**config.mk**
```make
export PLATFORM = sky130hd
export DESIGN_NAME = problem_stream_packer
export DESIGN_NICKNAME = d
export VERILOG_FILES = /design/src/rtl/problem_stream_packer.sv
export SDC_FILE = /design/constraint.sdc
export NUM_CORES = 1
export LEC_CHECK = 0
export BUFFER_PORTS_ARGS = -buffer_cell sky130_fd_sc_hd__buf_2
export CAP_MARGIN = 10
export CORE_ASPECT_RATIO = 1.5
export CORE_UTILIZATION = 55
export DETAILED_ROUTE_END_ITERATION = 10
export PLACE_DENSITY = 0.86
export SYNTH_ARGS = -nofsm -noshare
export SYNTH_HDL_FRONTEND = slang
export SYNTH_SLANG_ARGS = --single-unit
export TNS_END_PERCENT = 20
```
**constraint.sdc**
```tcl
create_clock -name clk -period 3 [get_ports clk]
set_input_delay 0.45 -clock clk [delete_from_list [all_inputs] [get_ports clk]]
set_output_delay 0.45 -clock clk [all_outputs]
set_load 0.005 [all_outputs]
```
**src/rtl/problem_stream_packer.sv**
```systemverilog
// Serialises a problem (config, shapes with cells, regions) into the accelerator's 32-bit word stream.
// Optional checksum trailer word: define STREAM_PACKER_TRAILER_EN.
module problem_stream_packer #(
  parameter int MAX_SHAPES = 8,
  parameter int CNT_W      = 16
) (
  input  logic                    clk,
  input  logic                    rst,
  input  logic                    start,
  input  logic [CNT_W-1:0]        cfg_num_shapes,
  input  logic [CNT_W-1:0]        cfg_num_regions,
  input  logic                    shp_valid,
  output logic                    shp_ready,
  input  logic [7:0]              shp_w,
  input  logic [7:0]              shp_h,
  input  logic [7:0]              shp_num_cells,
  input  logic                    cell_valid,
  output logic                    cell_ready,
  input  logic [3:0]              cell_x,
  input  logic [3:0]              cell_y,
  input  logic                    rgn_valid,
  output logic                    rgn_ready,
  input  logic [15:0]             rgn_w,
  input  logic [15:0]             rgn_h,
  input  logic [8*MAX_SHAPES-1:0] rgn_q,
  output logic                    out_valid,
  input  logic                    out_ready,
  output logic [31:0]             out_data,
  output logic                    busy,
  output logic                    done
);

  localparam int QW = 8 * MAX_SHAPES;

  typedef enum logic [2:0] {
    IDLE, HDR, SHP_HDR, SHP_CELLS, RGN_HDR, RGN_Q0, RGN_Q1, FIN
  } state_t;

  state_t            state_q, state_d;
  logic [CNT_W-1:0]  nshp_q, nshp_d, nrgn_q, nrgn_d;
  logic [CNT_W-1:0]  shp_idx_q, shp_idx_d, rgn_idx_q, rgn_idx_d;
  logic [7:0]        cells_left_q, cells_left_d;
  logic [1:0]        lane_idx_q, lane_idx_d;
  logic [31:0]       pack_q, pack_d;
  logic [QW-1:0]     qty_q, qty_d;
  logic              out_valid_q, out_valid_d;
  logic [31:0]       out_data_q, out_data_d;
  logic              busy_q, busy_d;
`ifdef STREAM_PACKER_TRAILER_EN
  logic [31:0]       acc_q, acc_d;
  logic              trl_sent_q, trl_sent_d;
`endif

  logic              load_ok, emit, shape_done, done_c;
  logic [31:0]       word, cell_word;
  logic [63:0]       qty_ext;

  assign load_ok    = !out_valid_q || out_ready;
  assign shp_ready  = !rst && (state_q == SHP_HDR)   && load_ok;
  assign cell_ready = !rst && (state_q == SHP_CELLS) && load_ok;
  assign rgn_ready  = !rst && (state_q == RGN_HDR)   && load_ok;
  assign out_valid  = out_valid_q;
  assign out_data   = out_data_q;
  assign busy       = busy_q;
  assign done       = !rst && done_c;

  // Quantity lanes beyond MAX_SHAPES read as zero.
  always_comb begin
    qty_ext         = '0;
    qty_ext[QW-1:0] = qty_q;
  end

  always_comb begin
    state_d      = state_q;
    nshp_d       = nshp_q;
    nrgn_d       = nrgn_q;
    shp_idx_d    = shp_idx_q;
    rgn_idx_d    = rgn_idx_q;
    cells_left_d = cells_left_q;
    lane_idx_d   = lane_idx_q;
    pack_d       = pack_q;
    qty_d        = qty_q;
    out_valid_d  = out_valid_q;
    out_data_d   = out_data_q;
    busy_d       = busy_q;
`ifdef STREAM_PACKER_TRAILER_EN
    acc_d        = acc_q;
    trl_sent_d   = trl_sent_q;
`endif
    emit         = 1'b0;
    shape_done   = 1'b0;
    done_c       = 1'b0;
    word         = '0;
    cell_word    = pack_q | ({24'h0, cell_y, cell_x} << {lane_idx_q, 3'b000});

    if (out_valid_q && out_ready) out_valid_d = 1'b0;

    case (state_q)
      IDLE: begin
        if (start) begin
          nshp_d    = cfg_num_shapes;
          nrgn_d    = cfg_num_regions;
          shp_idx_d = '0;
          rgn_idx_d = '0;
          busy_d    = 1'b1;
          state_d   = HDR;
        end
      end
      HDR: begin
        if (load_ok) begin
          emit = 1'b1;
          word = {16'(nrgn_q), 16'(nshp_q)};
          if (nshp_q != '0)      state_d = SHP_HDR;
          else if (nrgn_q != '0) state_d = RGN_HDR;
          else                   state_d = FIN;
        end
      end
      SHP_HDR: begin
        if (shp_valid && load_ok) begin
          emit = 1'b1;
          word = {8'h00, shp_num_cells, shp_h, shp_w};
          if (shp_num_cells == 8'd0) begin
            shape_done = 1'b1;
          end else begin
            cells_left_d = shp_num_cells;
            lane_idx_d   = 2'd0;
            pack_d       = '0;
            state_d      = SHP_CELLS;
          end
        end
      end
      SHP_CELLS: begin
        if (cell_valid && load_ok) begin
          cells_left_d = cells_left_q - 8'd1;
          // Flush on a full word or on the shape's last cell.
          if (lane_idx_q == 2'd3 || cells_left_q == 8'd1) begin
            emit       = 1'b1;
            word       = cell_word;
            pack_d     = '0;
            lane_idx_d = 2'd0;
          end else begin
            pack_d     = cell_word;
            lane_idx_d = lane_idx_q + 2'd1;
          end
          if (cells_left_q == 8'd1) shape_done = 1'b1;
        end
      end
      RGN_HDR: begin
        if (rgn_valid && load_ok) begin
          emit    = 1'b1;
          word    = {rgn_h, rgn_w};
          qty_d   = rgn_q;
          state_d = RGN_Q0;
        end
      end
      RGN_Q0: begin
        if (load_ok) begin
          emit    = 1'b1;
          word    = qty_ext[31:0];
          state_d = RGN_Q1;
        end
      end
      RGN_Q1: begin
        if (load_ok) begin
          emit      = 1'b1;
          word      = qty_ext[63:32];
          rgn_idx_d = rgn_idx_q + CNT_W'(1);
          state_d   = (rgn_idx_q + CNT_W'(1) == nrgn_q) ? FIN : RGN_HDR;
        end
      end
      FIN: begin
`ifdef STREAM_PACKER_TRAILER_EN
        if (!trl_sent_q) begin
          if (load_ok) begin
            emit       = 1'b1;
            word       = acc_q;
            trl_sent_d = 1'b1;
          end
        end else if (out_valid_q && out_ready) begin
          done_c     = 1'b1;
          busy_d     = 1'b0;
          trl_sent_d = 1'b0;
          state_d    = IDLE;
        end
`else
        if (out_valid_q && out_ready) begin
          done_c  = 1'b1;
          busy_d  = 1'b0;
          state_d = IDLE;
        end
`endif
      end
      default: state_d = IDLE;
    endcase

    if (shape_done) begin
      shp_idx_d = shp_idx_q + CNT_W'(1);
      if (shp_idx_q + CNT_W'(1) == nshp_q) state_d = (nrgn_q != '0) ? RGN_HDR : FIN;
      else                                 state_d = SHP_HDR;
    end

    if (emit) begin
      out_valid_d = 1'b1;
      out_data_d  = word;
`ifdef STREAM_PACKER_TRAILER_EN
      acc_d       = (state_q == HDR) ? word : (acc_q ^ word);
`endif
    end
  end

  always_ff @(posedge clk) begin
    if (rst) begin
      state_q      <= IDLE;
      nshp_q       <= '0;
      nrgn_q       <= '0;
      shp_idx_q    <= '0;
      rgn_idx_q    <= '0;
      cells_left_q <= '0;
      lane_idx_q   <= '0;
      pack_q       <= '0;
      qty_q        <= '0;
      out_valid_q  <= 1'b0;
      out_data_q   <= '0;
      busy_q       <= 1'b0;
`ifdef STREAM_PACKER_TRAILER_EN
      acc_q        <= '0;
      trl_sent_q   <= 1'b0;
`endif
    end else begin
      state_q      <= state_d;
      nshp_q       <= nshp_d;
      nrgn_q       <= nrgn_d;
      shp_idx_q    <= shp_idx_d;
      rgn_idx_q    <= rgn_idx_d;
      cells_left_q <= cells_left_d;
      lane_idx_q   <= lane_idx_d;
      pack_q       <= pack_d;
      qty_q        <= qty_d;
      out_valid_q  <= out_valid_d;
      out_data_q   <= out_data_d;
      busy_q       <= busy_d;
`ifdef STREAM_PACKER_TRAILER_EN
      acc_q        <= acc_d;
      trl_sent_q   <= trl_sent_d;
`endif
    end
  end

endmodule

```
==> flow_summary.yaml <==
status:
  status: "finished, final reports clean"
routing:
  ant_nets: 0
  drc: 0
  drt_iter0_drc: 1447
  vias: 11000
  wl_per_cell_um: 17.6
  first_pass_iters: 9
  via_per_inst: 6.09
  drt_wl_total_um: 31700
floorplanning:
  die_y_um: 170
  ioPinCount: 205
  die_area_um2: 19300
  die_x_um: 114
  start_util_pct: 55.8
  core_um2: 18500
  std_cell_rows: 61
power:
  power_frac_comb_pct: 31.7
  power_switching_uw: 3080
  p_per_area_nw_per_um2: 703
  pwr-share-clk_pct: 28.8
  switching_share_pct: 36.0
  p_leak_uw: 0.00459
  intPower_uw: 5470
  ir_worst_vdd_mv: 0.395
  seq_power_share_pct: 39.5
grt:
  grt_max_degree: 69
  use_met3_pct: 3.61
  grt_overflow_total: 0
  grt_pass1_wl_um: 49800
  antenna_found_initial: 0
  grt_pass1_vias: 9991
  grt_util_all_layers_pct: 32.2
  gr-usage-met2_pct: 55.0
  met1_usage_pct: 41.1
  busiest_layer: "met2"
finish:
  layout-drive-gt1-share_pct: 18.8
  final_nets: 1710
  final_cell_area_um2: 12200
  final_cell_mix: "nand2_1, a21oi_1, dfxtp_1"
  area_growth_pct: 18.0
  multiInputGateArea_um2: 5720
  diodes: 0
  final_common_cell: "nand2_1"
  fillers: 1672
  register_area_um2: 4140
place:
  io_buffers: 204
  pre_cts_ws_ns: 0.220
  place_congestion: 1.00
  dp_hpwl_um: 23100
  placed_cell_area_um2: 11500
timing:
  skew_ns: 0.0186
  worstMarginPinSlew_ns: 1.08
  hold_viol_final: 0
  timing.hold.ws_ns: 0.181
  finalSetupViolCount: 0
  max_clock_freq_ghz: 0.353
  slew_violations: 0
  worst_slack_ns: 0.165
  period_share_pct: 94.5
  max_slew_margin_pct: 27.8
  tns_ns: 0
  rsz0062_at_grt: "no"
  period_needed_ns: 2.84
yosys:
  synth_top_area_share_pct: 40.2
  synth_area_leaders: "dfxtp_1, a21oi_1, nand2_1"
  synth_ff_type: "dfxtp_1"
  yosysTopAreaCell: "dfxtp_1"
  synth_edf_count: 0
  ys_ff_latch: 207
  syn_nets: 1562
  synth.distinct_cells: 59
  ys_warn_count: 0
  async_flop_share_pct: 0
  avgSynthCellArea_um2: 7.42
  synthesis.area_um2: 10300
  syn_inst: 1390
  synth-seq-area-share_pct: 40.2
cts:
  cts.clk_slew.worst_paths_ns: 0.07
  clock_sinks: 207
  cts_root_buffer: "clkbuf_16"
  cts-resized-gates: 0
  cts_setup_buffers: 0
  insertion_delay_ns: 0.50
  cts_tree: "built"
  htreeDepth: 1
  ctsHoldBuffers: 0
  cts_buffers: 20
  clk_path_buf_depth: 3
setup_path:
  worst-path-max-fanout: 7
  r2r_cells: 9
  critical_path.slowest_cell: "or4_4"
  startpoint_type: "flop"
  end_kind: "flop"
  cp_cell_sequence: "ha_1 -> nand2_1 -> nor2_1 -> mux2i_1 -> a2bb2oi_1 -> or4_4 -> nor4_4 -> o21ai_1 -> a211oi_2"
  critical-path-max-stage-delay_ns: 0.50
  cp_data_required_time_ns: 3.41
  cp.arrival_ns: 3.25
  critical_path_class: "reg2reg"
min_path:
  holdPathStages: 3
  hp-class: "in2reg"
run:
  cap_viol_max_count: 0
-- state kept, by name, summed over array words and instances, names as in the netlist --
register,flops
pack_q,32
qty_ext,64
rgn_idx_q,16
lane_idx_q,2
out_data,32
cells_left_q,8
state_q,3
nrgn_q,16
shp_idx_q,16
out_valid,1
busy,1
nshp_q,16
-- synthesized netlist by cell type, types with 26 or more instances --
cell,number
nand2_1,266
a21oi_1,213
dfxtp_1,207
nor2_1,126
clkbuf_1,102
o21ai_0,77
nor3_1,45
a22oi_1,33
xnor2_1,33
a211oi_1,27
a21o_1,26
-- layer usage --
| layer | wire length, um | up-vias | share of wire, % |
|---|---|---|---|
| met5 | 0 | - | 0 |
| met4 | 1260 | 0 | 4.0 |
| met3 | 2400 | 94 | 7.6 |
| met2 | 15200 | 526 | 48 |
| met1 | 12800 | 5121 | 40 |
| li1 | - | 5241 | - |
-- worst max-delay path, delay by kind of cell, from the launching register on --
family / cells / cell delay, ns
fa+ha+maj: 1 / 0.33
compound gates: 3 / 0.45
simple gates: 4 / 1.29
flops: 1 / 0.45
mux: 1 / 0.24
-- layout make-up --
type	instances	share of cell area, %
clock buffer	26	4.64
clock inverter	10	0.566
inverter	9	0.278
multi-input combinational	1060	47.0
sequential	207	34.1
tap	252	2.59
timing repair buffer	240	10.9
-- worst paths after layout --
path                                  end  slack (ns)                       from
setup / recovery  state_q[2]$_SDFFE_PP0P_        0.16  shp_idx_q[0]$_SDFFE_PP0P_
hold / removal     nrgn_q[8]$_SDFFE_PP0P_        0.18         cfg_num_regions[8]
setup reg to reg  state_q[2]$_SDFFE_PP0P_        0.16  shp_idx_q[0]$_SDFFE_PP0P_
hold reg to reg   qty_ext[9]$_SDFFE_PP0P_        0.45    qty_ext[9]$_SDFFE_PP0P_
-- per-stage QoR --
stage          util [%]  std cells  power [uW]
6_report           65.9       1804        8550
5_1_grt            65.9       1804        8980
4_1_cts            65.9       1804        8550
3_5_place_dp       62.5       1768        6110
3_3_place_gp       62.5       1768        6060
2_1_floorplan         -       1390        5140
-- kinds of logic after synthesis --
kind of cell / Yosys count / synth area share (%)
flip-flops: 207 / 40.2
multiplexers: 2 / 0.206
adder cells (fa/ha/maj): 5 / 0.607
AND/OR/NAND/NOR: 562 / 24.4
XOR/XNOR: 49 / 4.16
AO/OA/AOI/OAI: 442 / 25.9
buffers and inverters: 123 / 4.56
-- power by group through the flow --
stage | sequential (uW) | combinational, uW | clock, uW
floorplan | 3380 | 1760 | 0
global placement | 3420 | 2650 | 0
detailed placement | 3430 | 2680 | 0
CTS | 3370 | 2690 | 2490
global route | 3410 | 2960 | 2600
finish | 3370 | 2710 | 2460
Power figures use the tool's default switching activity.
